`src/rtl/gate_tester_pkg.sv`:
```
// Shared types and constants for the 2-input gate self-tester.
package gate_pkg;

   typedef enum logic [1:0] {
      ST_IDLE = 2'd0,
      ST_RUN  = 2'd1,
      ST_DONE = 2'd2
   } state_e;

   localparam int NUM_VEC = 4;

   localparam logic [3:0] TT_AND  = 4'b1000;
   localparam logic [3:0] TT_OR   = 4'b1110;
   localparam logic [3:0] TT_XOR  = 4'b0110;
   localparam logic [3:0] TT_NAND = 4'b0111;

   function automatic int settle_w(input int s);
      return (s < 2) ? 1 : $clog2(s + 1);
   endfunction

endpackage

```
`src/rtl/gate_tester_if.sv`:
```
// Bundle between the tester and the gate/board side.
interface gate_tester_if;

   logic       start;
   logic       a;
   logic       b;
   logic       y;
   logic       busy;
   logic       done;
   logic       pass;
   logic [3:0] err_mask;
   logic [1:0] vec_idx;

   modport master (
      input  start, y,
      output a, b, busy, done, pass, err_mask, vec_idx
   );

   modport slave (
      output start, y,
      input  a, b, busy, done, pass, err_mask, vec_idx
   );

endinterface

```
`src/rtl/settle_timer.sv`:
```
// Loadable down-counter; holds at zero instead of wrapping.
module settle_timer #(
   parameter int W = 2
) (
   input  logic         clk,
   input  logic         rst_n,
   input  logic         load,
   input  logic [W-1:0] load_val,
   output logic         zero
);

   logic [W-1:0] cnt_q;
   logic [W-1:0] cnt_d;

   always_comb begin
      cnt_d = cnt_q;
      if (load)
         cnt_d = load_val;
      else if (cnt_q != '0)
         cnt_d = cnt_q - 1'b1;
   end

   always_ff @(posedge clk) begin
      if (!rst_n)
         cnt_q <= '0;
      else
         cnt_q <= cnt_d;
   end

   assign zero = (cnt_q == '0);

endmodule

```
`src/rtl/gate_tester.sv`:
```
// Walks {a,b} through all four vectors, samples y after a
// settle delay and compares against the expected truth table.
module gate_tester
   import gate_pkg::*;
#(
   parameter logic [3:0] EXPECT_TT = TT_AND,
   parameter int         SETTLE    = 2
) (
   input  logic          clk,
   input  logic          rst_n,
   gate_tester_if.master bus
);

   localparam int SETTLE_W = settle_w(SETTLE);
   localparam logic [SETTLE_W-1:0] SETTLE_V = SETTLE_W'(SETTLE);
   localparam logic [1:0] LAST_VEC = 2'(NUM_VEC - 1);

   state_e     state_q;
   logic [1:0] vec_q;
   logic [3:0] err_q;
   logic [3:0] err_d;
   logic       busy_q;
   logic       done_q;
   logic       pass_q;
   logic       load;
   logic       zero;

   // Mask including the vector being sampled this edge.
   always_comb begin
      err_d = err_q;
      err_d[vec_q] = (bus.y != EXPECT_TT[vec_q]);
   end

   assign load = (state_q == ST_IDLE && bus.start)
              || (state_q == ST_RUN && zero
                  && vec_q != LAST_VEC);

   settle_timer #(
      .W(SETTLE_W)
   ) u_timer (
      .clk      (clk),
      .rst_n    (rst_n),
      .load     (load),
      .load_val (SETTLE_V),
      .zero     (zero)
   );

   always_ff @(posedge clk) begin
      if (!rst_n) begin
         state_q <= ST_IDLE;
         vec_q   <= '0;
         err_q   <= '0;
         busy_q  <= 1'b0;
         done_q  <= 1'b0;
         pass_q  <= 1'b0;
      end else begin
         done_q <= 1'b0;
         unique case (state_q)
            ST_IDLE: begin
               if (bus.start) begin
                  state_q <= ST_RUN;
                  vec_q   <= '0;
                  err_q   <= '0;
                  pass_q  <= 1'b0;
                  busy_q  <= 1'b1;
               end
            end
            ST_RUN: begin
               if (zero) begin
                  err_q <= err_d;
                  if (vec_q == LAST_VEC) begin
                     state_q <= ST_DONE;
                     busy_q  <= 1'b0;
                     done_q  <= 1'b1;
                     pass_q  <= ~|err_d;
                  end else begin
                     vec_q <= vec_q + 2'd1;
                  end
               end
            end
            ST_DONE: state_q <= ST_IDLE;
            default: state_q <= ST_IDLE;
         endcase
      end
   end

   assign bus.a        = vec_q[1];
   assign bus.b        = vec_q[0];
   assign bus.vec_idx  = vec_q;
   assign bus.busy     = busy_q;
   assign bus.done     = done_q;
   assign bus.pass     = pass_q;
   assign bus.err_mask = err_q;

endmodule
```
`src/flat_wrapper.sv`:
```
// flat-port wrapper written by rule: the top's interface ports become plain ports
module gate_tester_flat import gate_pkg::*;
#(
   parameter logic [3:0] EXPECT_TT = TT_AND,
   parameter int         SETTLE    = 2
)
  (clk, rst_n, bus_start, bus_y, bus_a, bus_b, bus_busy, bus_done, bus_pass, bus_err_mask, bus_vec_idx);
  gate_tester_if bus_i ();
  input  logic clk;
  input  logic rst_n;
  input wire logic [$bits(bus_i.start)-1:0] bus_start;
  input wire logic [$bits(bus_i.y)-1:0] bus_y;
  output wire logic [$bits(bus_i.a)-1:0] bus_a;
  output wire logic [$bits(bus_i.b)-1:0] bus_b;
  output wire logic [$bits(bus_i.busy)-1:0] bus_busy;
  output wire logic [$bits(bus_i.done)-1:0] bus_done;
  output wire logic [$bits(bus_i.pass)-1:0] bus_pass;
  output wire logic [$bits(bus_i.err_mask)-1:0] bus_err_mask;
  output wire logic [$bits(bus_i.vec_idx)-1:0] bus_vec_idx;
  assign bus_i.start = bus_start;
  assign bus_i.y = bus_y;
  assign bus_a = bus_i.a;
  assign bus_b = bus_i.b;
  assign bus_busy = bus_i.busy;
  assign bus_done = bus_i.done;
  assign bus_pass = bus_i.pass;
  assign bus_err_mask = bus_i.err_mask;
  assign bus_vec_idx = bus_i.vec_idx;
  gate_tester #(.EXPECT_TT(EXPECT_TT), .SETTLE(SETTLE)) u_core (.clk(clk), .rst_n(rst_n), .bus(bus_i));
endmodule
```
`config.mk`:
```
export PLATFORM = sky130hd
export DESIGN_NAME = gate_tester_flat
export DESIGN_NICKNAME = d
export VERILOG_FILES = /design/src/rtl/gate_tester_pkg.sv /design/src/rtl/gate_tester_if.sv /design/src/rtl/settle_timer.sv /design/src/rtl/gate_tester.sv /design/src/flat_wrapper.sv
export SDC_FILE = /design/constraint.sdc
export NUM_CORES = 1
export LEC_CHECK = 0
export CAP_MARGIN = 40
export CORE_MARGIN = 1
export CORE_UTILIZATION = 52
export DETAILED_ROUTE_END_ITERATION = 12
export PLACE_DENSITY_LB_ADDON = 0.3
export SYNTH_ARGS = -nofsm -noshare
export SYNTH_HDL_FRONTEND = slang
export SYNTH_SLANG_ARGS = --single-unit
```
`constraint.sdc`:
```
create_clock -name clk -period 2.5 [get_ports clk]
set_input_delay 0.625 -clock clk [delete_from_list [all_inputs] [get_ports clk]]
set_output_delay 0.625 -clock clk [all_outputs]
set_load 0.02 [all_outputs]
```
; Word-level counts from Yosys, hierarchy flattened
; Cells that the tools add are included.
[classes]
addsub = 2
order_cmp = 2
eq_ne = 8
muxes = 27
n_bitwise = 1
n_reduce_logical = 18
[ops]
columns = op, n
row1 = $mux W2, 8
row2 = $mux W1, 9
row3 = $reduce_and A3 Y1, 3
row4 = $mux W4, 2
row5 = $ne A2 B2 Y1 const B, 4
row6 = $pmux W2 S2, 2
row7 = $pmux W4 S2, 1
row8 = $reduce_and A4 Y1, 2
row9 = $reduce_bool A2 Y1, 3
row10 = $bwmux W4, 1
row11 = $logic_and A1 B1 Y1, 4
row12 = $logic_not A2 Y1, 2
row13 = $pmux W1 S2, 2
row14 = $reduce_or A4 Y1, 1
row15 = $lt A2 B3 Y1 const B, 1
row16 = $add A2 B1 Y2 const B, 1
row17 = $bmux W1 S2, 1
row18 = $demux W1 S2, 1
row19 = $eq A2 B1 Y1 const B, 1
row20 = $eq A2 B2 Y1 const B, 1
row21 = $ge A2 B1 Y1 const B, 1
row22 = $ne A2 B1 Y1 const B, 1
row23 = $reduce_or A2 Y1, 1
row24 = $sub A2 B1 Y2 const B, 1
row25 = other kinds (4), 4
[totals]
ff_bits = 13
inputBits = 4
out_inout_bits = 11
wordCells = 66

; Depth between registers and ports, before layout
; Gate-level depths: netlist (run 1).
[logic_depth]
depth_word = 10
ltp_mapped = 6
ltp_nobuf = 6

; Modules after synthesis
; A second synthesis (run 1) with hierarchy kept.
[unflattened]
cells_unflattened = 92
area_unflattened_um2 = 814.5
[by_module_without_submodules]
columns = mod, n_inst, cells_each, area_per_inst_um2, seq_area_each_um2
row1 = gate_tester, 1, 79, 690.7, 220.2
row2 = settle_timer, 1, 13, 123.9, 40.0

; Worst setup path after synthesis (run 1)
; Ideal clock, no wire load.
[synth_path]
kind = register to register
start = register u_core.vec_q[0], in the netlist u_core.bus.vec_idx[0]
end = register u_core.pass_q, in the netlist u_core.bus.pass
arrival_ns = 1.784
t_required_ns = 2.428
slack_ns = 0.645
stages_incl_launch_ff = 7
n_path_buf = 0
synth_period_minus_slack_ns = 1.855
path_cell_list = dfxtp_1 -> inv_1 -> ha_1 -> nor4_2 -> a211oi_1 -> or4_1 -> mux2i_1
[synth_via]
elab_chain_cells = 10
[synth_rtl]
columns = item, line
row1 = "start, declared", gate_tester.sv:19  ; logic [1:0] vec_q;
row2 = "start signal, assigned", gate_tester.sv:77  ; vec_q <= vec_q + 2'd1;
row3 = $lt A2 B3 Y1 (not written as such) / $ge A2 B1 Y1 (equally long branches), gate_tester.sv:31  ; err_d[vec_q] = (bus.y != EXPECT_TT[vec_q]);
row4 = $logic_and A1 B1 Y1 (not written as such), gate_tester.sv:31
row5 = $mux W1 (not written as such), gate_tester.sv:31
row6 = $demux W1 S2, -
row7 = $bwmux W4, gate_tester.sv:31
row8 = $reduce_or A4 Y1, gate_tester.sv:75  ; pass_q <= ~|err_d;
row9 = $logic_not A1 Y1, gate_tester.sv:75
row10 = $mux W1, gate_tester.sv:71  ; if (vec_q == LAST_VEC) begin
row11 = $mux W1, gate_tester.sv:69  ; if (zero) begin
row12 = $pmux W1 S2, gate_tester.sv:58  ; unique case (state_q)
row13 = "end signal, assigned", gate_tester.sv:75
row14 = "end, declared", gate_tester.sv:24  ; logic pass_q;
; Several ways; a longest one is shown, not always the timed one. The select of a mux whose other input is x is not followed.
; A chain may end at the register's enable or synchronous reset.

; Final worst setup path (run 1)
[layout_path]
start = register u_core.vec_q[0], in the netlist u_core.bus.vec_idx[0]
end = output bus_b
[layout_lines]
columns = item, line
row1 = "end, declared", flat_wrapper.sv:14  ; output wire logic [$bits(bus_i.b)-1:0] bus_b;
; No word-level cell between the ends.

==> results by group, run 1 <==
Clock network
  • CTS Hold Bufs: 0
  • Clock transition at path regs: 0.08 ns
  • CTS Sinks: 13
  • Root buf cell: clkbuf_4
  • Postcts setup bufs: 0
  • Post-CTS sizing: 0
  • Clock buffer depth: 2
  • CTS buffer count: 3
  • CTS tree: yes
  • Clock Latency Late Sink: 0.28 ns
  • # H-tree levels: 1

Die
  • Die footprint: 1530 µm²
  • Initial core utilization: 0.602
  • Core area: between 1000 and 1500 µm²
  • I/O pin count: 15
  • Die Span Y: 39.1 µm
  • Cell Rows: 12
  • Die Wd: around 39 µm

Pwr
  • PwrDens: 498 nW/µm²
  • Net Sw Power: about 120 µW
  • Sw Share: 0.283
  • Combinational power share: 0.188
  • Reg power frac: 0.510
  • Lkg Pwr: 0.000338 µW
  • Internal power: ~320 µW
  • Max rail drop VDD: 303 µV
  • Clk pwr share: 0.303

Place
  • IO buf count: 14
  • DPL Wire Length: between 1 and 1.5 mm
  • Post-place setup slack: 0.422 ns
  • RD Place Congestion: 0.810
  • Placed cell area: 861 µm²

Detailed routing
  • Via density: 5.62
  • Pre-antenna DRT Iters: 2
  • Via count: 618
  • DR DRC count: 0
  • Routed len/inst: 13.3 µm
  • DRT iter0 DRCs: 12
  • Final ANT Viol Nets: 0
  • Final WL: 1.46 mm

Timing
  • Setup TNS: 0 ns
  • Final hold violations: 0
  • Final Cycle Share: 0.807
  • Endpoints failing setup: 0
  • Final slew viol count: 0
  • Max frequency: 0.495 GHz
  • Crit path setup slack, layout: 0.481 ns
  • Slew @ Worst Pin: 0.447 ns
  • Setup Skew: 0.000929 ns
  • RSZ-0062 raised after global routing: no
  • Slew headroom: 0.701
  • Min Clock Period, post-route: between 2 and 2.5 ns
  • Final hold slack: 0.474 ns

Critical path
  • Startpoint types: flop
  • CP delay by family, top: buffers and inverters
  • Buf+Inv Stages, Crit Path: 1
  • CP peak stage delay: 0.65 ns
  • Critical Path, Cell by Cell: clkdlybuf4s50_1
  • CP max stage cell: clkdlybuf4s50_1
  • WP depth: 1
  • Crit path kind: flop to output port
  • Crit path required time: about 1.9 ns
  • Reg2Reg Depth: 6
  • Worst Setup End Kind: output port
  • Crit-path max FO: 7
  • Worst Path Arrival: 1.39 ns

Logic synthesis
  • Register area share after synthesis: 0.364
  • Synth cell types: 31
  • FFs w/ async S/R, synth: 0
  • Avg Cell Area, Syn: 8.93 µm²
  • Synth Register Bits: 13
  • Ys Warns: 0
  • Mapped Area: 714 µm²
  • Syn Nets: 89
  • Mapped Cells: 80
  • Post-synth EDFFs: 0
  • Most used flip-flop cell after synthesis: dfxtp_1

Hold path
  • Worst hold path type: flop to flop
  • Worst Hold Depth: 2

Cells and area
  • P&R area growth vs syn: 24.2%
  • Layout cells sized above 1: 0.0833
  • Ant diodes: 0
  • Filler Cells Inserted: a little under 100
  • Commonest non-fill, non-tap cells in the layout: 14 x clkdlybuf4s50_1, 13 x nand2_1, 13 x dfxtp_1, 6 x inv_1, 5 x ha_1
  • Design area: 887 µm²
  • Fin nets: 106
  • Commonest non-fill, non-tap cell in the layout: clkdlybuf4s50_1

GRT
  • First-pass GRT wire length: 2.19 mm
  • Total grt overflow: 0
  • Largest net degree at the start of global routing: 16
  • Vias in the first global route: between 500 and 600
  • Initial antenna violation count: 0
  • Tot GR Track Use: 0.226

Run status
  • Status: complete, no violations

Flow run
  • Max-cap violation count: 0
[logic make-up (layout without fill, tap and decap cells)]
family	Yosys count	in the layout	synth area share
and+or+nand+nor	35	35	0.306
AOI/OAI and AO/OA	15	15	0.144
DFF	13	13	0.364
buffers and inverters	9	25	0.0578
adders and majority gates	5	5	0.0876
muxes	2	2	0.0280
xor gates and xnor gates	1	1	0.0123
[path summary, 6_finish.rpt]
check / start / to / slack [ns]
setup / recovery: u_core.bus.vec_idx[0]$_SDFFE_PN0P_ / bus_b / 0.48
hold / removal: u_core.bus.busy$_SDFFE_PN0P_ / u_core.bus.busy$_SDFFE_PN0P_ / 0.47
hold reg to reg: u_core.bus.busy$_SDFFE_PN0P_ / u_core.bus.busy$_SDFFE_PN0P_ / 0.47
setup reg to reg: u_core.bus.vec_idx[0]$_SDFFE_PN0P_ / u_core.bus.pass$_SDFFE_PN0P_ / 0.60
[power by group through the flow]
stage / Sequential [µW] / Clock, µW / Combinational (µW)
floorplan: 234 / 0 / 48.0
global placement: 230 / 0 / 79.5
detailed placement: 230 / 0 / 81.3
CTS: 225 / 135 / 82.6
global route: 226 / 144 / 90.3
finish: 225 / 134 / 82.8
[final cells by class]
type,count,area (µm²),share of cell area
Sequential cell,13,260,0.293
Multi-Input combinational cell,58,413,0.465
Tap cell,14,17.5,0.0197
Clock buffer,4,26.3,0.0296
Timing Repair Buffer,15,148,0.166
Inverter,6,22.5,0.0254
[stage by stage]
stage / power, µW / cells / utilization
after detailed placement: 311 / 106 / 0.726
after global routing: 460 / 110 / 0.748
after floorplan: 282 / 80 / -
final: 441 / 110 / 0.748
after global placement: 309 / 106 / 0.726
after CTS: 442 / 110 / 0.748
[flip-flops by register name, indices dropped and copies added, names as in the netlist]
| signal | count |
|---|---|
| u_core.u_timer.cnt_q | 2 |
| u_core.bus.done | 1 |
| u_core.bus.err_mask | 4 |
| u_core.state_q | 2 |
| u_core.bus.pass | 1 |
| u_core.bus.busy | 1 |
| u_core.bus.vec_idx | 2 |
[Yosys cell counts, types with 2 or more instances]
master	n	area share
ha_1	5	0.088
buf_4	2	0.021
inv_1	6	0.032
a32oi_1	3	0.037
mux2i_1	2	0.028
nand2b_1	4	0.035
o22ai_1	3	0.026
nand2_1	13	0.068
and2_1	3	0.026
a21oi_1	3	0.021
nor3_1	2	0.014
nor2b_1	3	0.026
dfxtp_1	13	0.36
[layer usage]
layer,vias up,GRT usage,share of wire
li1,313,-,-
met1,288,0.233,0.44
met2,12,0.383,0.50
met3,5,0.0520,0.036
met4,0,0.181,0.022
met5,-,0,0
Note: power is estimated with default switching activity, not from simulation.
==> inputs of run 2 (changes only) <==
--- a/config.mk
+++ b/config.mk
@@ -7,7 +7,7 @@
 export LEC_CHECK = 0
 export CAP_MARGIN = 40
 export CORE_MARGIN = 1
-export CORE_UTILIZATION = 52
+export CORE_UTILIZATION = 48
 export DETAILED_ROUTE_END_ITERATION = 12
 export PLACE_DENSITY_LB_ADDON = 0.3
 export SYNTH_ARGS = -nofsm -noshare
==> constraint.sdc (replaced) <==
create_clock -name clk -period 1.95 [get_ports clk]
set_input_delay 0.4875 -clock clk [delete_from_list [all_inputs] [get_ports clk]]
set_output_delay 0.4875 -clock clk [all_outputs]
set_load 0.02 [all_outputs]
==> run 2 against run 1 <==
Against the previous run:
- routed wire length fell by 2.1%
- via count fell by 0.65%
- sequential power rose by 29%
- final cell count rose by 1.8%
- register-to-register slack got worse by 0.43 ns
- utilization fell by 8.2 points
- combinational power rose by 29%
- clock skew rose by 0.0019 ns
- highest routed layer unchanged
==> results by group, run 2 (synthesis results as in run 1) <==
Detailed routing
  • Pre-antenna DRT Iters: 4 (+2)
  • Final ANT Viol Nets: 0 (unchanged)
  • Routed len/inst: 12.8 µm (-3.9%)
  • Final WL: 1.43 mm (-2.1%)
  • Via count: 614 (-0.65%)
  • DRT iter0 DRCs: 10 (-2)
  • Via density: 5.48 (-2.4%)
  • DR DRC count: 0 (unchanged)

Cells and area
  • Ant diodes: 0 (unchanged)
  • FF/Latch Area: 263 µm² (+0.96%)
  • Number of flip-flops under the largest register name: 4 (unchanged)
  • Multi-input logic area: 413 µm² (unchanged)
  • Layout cells sized above 1: 0.113 (+0.0301)
  • Fin nets: 107 (+0.94%)
  • P&R area growth vs syn: 25.7%
  • Commonest non-fill, non-tap cells in the layout: 14 x clkdlybuf4s50_1, 13 x nand2_1, 11 x dfxtp_1, 6 x inv_1, 5 x ha_1
  • Filler Cells Inserted: 114 (+15%)
  • Commonest non-fill, non-tap cell in the layout: clkdlybuf4s50_1

GRT
  • GR met3 Demand/Resource: 0.0333 (-0.0187)
  • Vias in the first global route: 543 (+5.4%)
  • GR peak layer: met2
  • First-pass GRT wire length: 2.31 mm (+5.7%)
  • Total grt overflow: 0 (unchanged)
  • Grt met1 use: 0.268 (+0.0348)
  • Initial antenna violation count: 0 (unchanged)
  • Largest net degree at the start of global routing: 16 (unchanged)
  • Tot GR Track Use: 0.213 (-0.0131)
  • Met2 Usage GRT: 0.349 (-0.0341)

Critical path
  • Worst Setup End Kind: output port
  • Crit path kind: flop to output port
  • Crit path required time: 1.46 ns (-0.42 ns)
  • Reg2Reg Depth: 6 (unchanged)
  • WP depth: 1 (unchanged)
  • Startpoint types: flop
  • Crit-path max FO: 7 (unchanged)
  • Worst Path Arrival: 1.30 ns (-0.09 ns)
  • CP peak stage delay: 0.63 ns (-0.02 ns)
  • FF-to-FF Start: u_core.bus.vec_idx[0]$_SDFFE_PN0P_
  • Critical Path, Cell by Cell: clkdlybuf4s50_1
  • Launch point of the worst path: u_core.bus.vec_idx[0]$_SDFFE_PN0P_
  • CP max stage cell: clkdlybuf4s50_1
  • CP delay by family, top: buffers and inverters
  • Buf+Inv Stages, Crit Path: 1 (unchanged)

Timing
  • Final Cycle Share: 0.917
  • Final hold violations: 0 (unchanged)
  • Slew headroom: 0.679 (-0.0220)
  • Setup TNS: 0 ns (unchanged)
  • Slew @ Worst Pin: 0.480 ns (+0.0329 ns)
  • Final slew viol count: 0 (unchanged)
  • RSZ-0062 raised after global routing: no
  • Endpoints failing setup: 0 (unchanged)
  • Min Clock Period, post-route: 1.79 ns
  • Setup Skew: 0.00286 ns (+0.00193 ns)
  • Max frequency: around 0.56 GHz

Clock network
  • CTS Hold Bufs: 0 (unchanged)
  • Clock Latency Late Sink: 0.27 ns (about the same)
  • # H-tree levels: 1 (unchanged)
  • Root buf cell: clkbuf_4
  • CTS Sinks: 13 (unchanged)
  • Clock buffer depth: 2 (unchanged)
  • Clock transition at path regs: 0.08 ns (about the same)
  • CTS tree: yes
  • CTS buffer count: 3 (unchanged)
  • Postcts setup bufs: 0 (unchanged)
  • Post-CTS sizing: 0 (unchanged)

Pwr
  • Lkg Pwr: 0.000344 µW (+1.7%)
  • Max rail drop VDD: 400 µV (+32%)
  • Overall Power: 560 µW (+27%)
  • PwrDens: 623 nW/µm² (+25%)

Hold path
  • HP Start: u_core.bus.busy$_SDFFE_PN0P_
  • Worst hold path type: flop to flop
  • Worst Hold Depth: 2 (unchanged)

Place
  • DPL Wire Length: 1.01 mm (-2.7%)
  • IO buf count: 14 (unchanged)
  • RD Place Congestion: 0.867 (+7.0%)

Flow run
  • Max-cap violation count: 0 (unchanged)

Die
  • Die footprint: 1650 µm² (+7.9%)
  • Initial core utilization: 0.529 (-0.0731)
  • Die Span Y: 40.6 µm (+3.9%)
  • I/O pin count: 15 (unchanged)
  • Cell Rows: 13 (+1)
  • Core area: 1350 µm² (+14%)
  • Die Wd: 40.6 µm (+3.9%)

Run status
  • Status: complete, no violations
[run 2: area by class of cell]
cell class                 instances  share of cell area
inverter                           6              0.0251
clock buffer                       4              0.0292
tap                               15              0.0209
timing repair buffer              16               0.173
multi-input combinational         58               0.460
sequential                        13               0.292
[run 2: worst paths after layout]
kind	endpoint	slack [ns]
worst max-delay path	bus_vec_idx[0]	0.16
worst min-delay path	u_core.bus.busy$_SDFFE_PN0P_	0.46
worst max register to register	u_core.bus.pass$_SDFFE_PN0P_	0.17
worst min register to register	u_core.bus.busy$_SDFFE_PN0P_	0.46
[run 2: per-layer routing]
| layer | part of all wire | wire, µm |
|---|---|---|
| met5 | 0 | 0 |
| met4 | 0.022 | 31 |
| met3 | 0.054 | 77 |
| met2 | 0.45 | 649 |
| met1 | 0.47 | 676 |
[run 2: per-stage QoR]
| stage | hold WS [ns] | setup slack [ns] | instances | utilization | area (µm²) |
|---|---|---|---|---|---|
| 2_1_floorplan | 0.468 | 0.0948 | 80 | - | 714 |
| 3_3_place_gp | 0.448 | 0.0450 | 108 | 0.644 | 870 |
| 3_5_place_dp | 0.453 | 0.00637 | 108 | 0.644 | 870 |
| 4_1_cts | 0.465 | 0.0583 | 112 | 0.664 | 896 |
| 5_1_grt | 0.500 | 0.0828 | 112 | 0.665 | 898 |
| 6_report | 0.464 | 0.161 | 112 | 0.665 | 898 |
[run 2: worst reg2reg max path, delay by kind of cell, from the launching register on]
| kind | cells | cell delay [ns] |
|---|---|---|
| buf+inv | 1 | 0.10 |
| compound gates | 1 | 0.07 |
| flops | 1 | 0.40 |
| mux | 1 | 0.13 |
| fa+ha+maj | 1 | 0.28 |
| simple gates | 2 | 0.74 |
[run 2: power by group]
group / switching (µW) / internal, µW / total, µW
Clock: 83.8 / 79.3 / 163
Sequential: 13.3 / 276 / 290
Combinational: 54.9 / 52.0 / 107
Total: 152 / 408 / 560
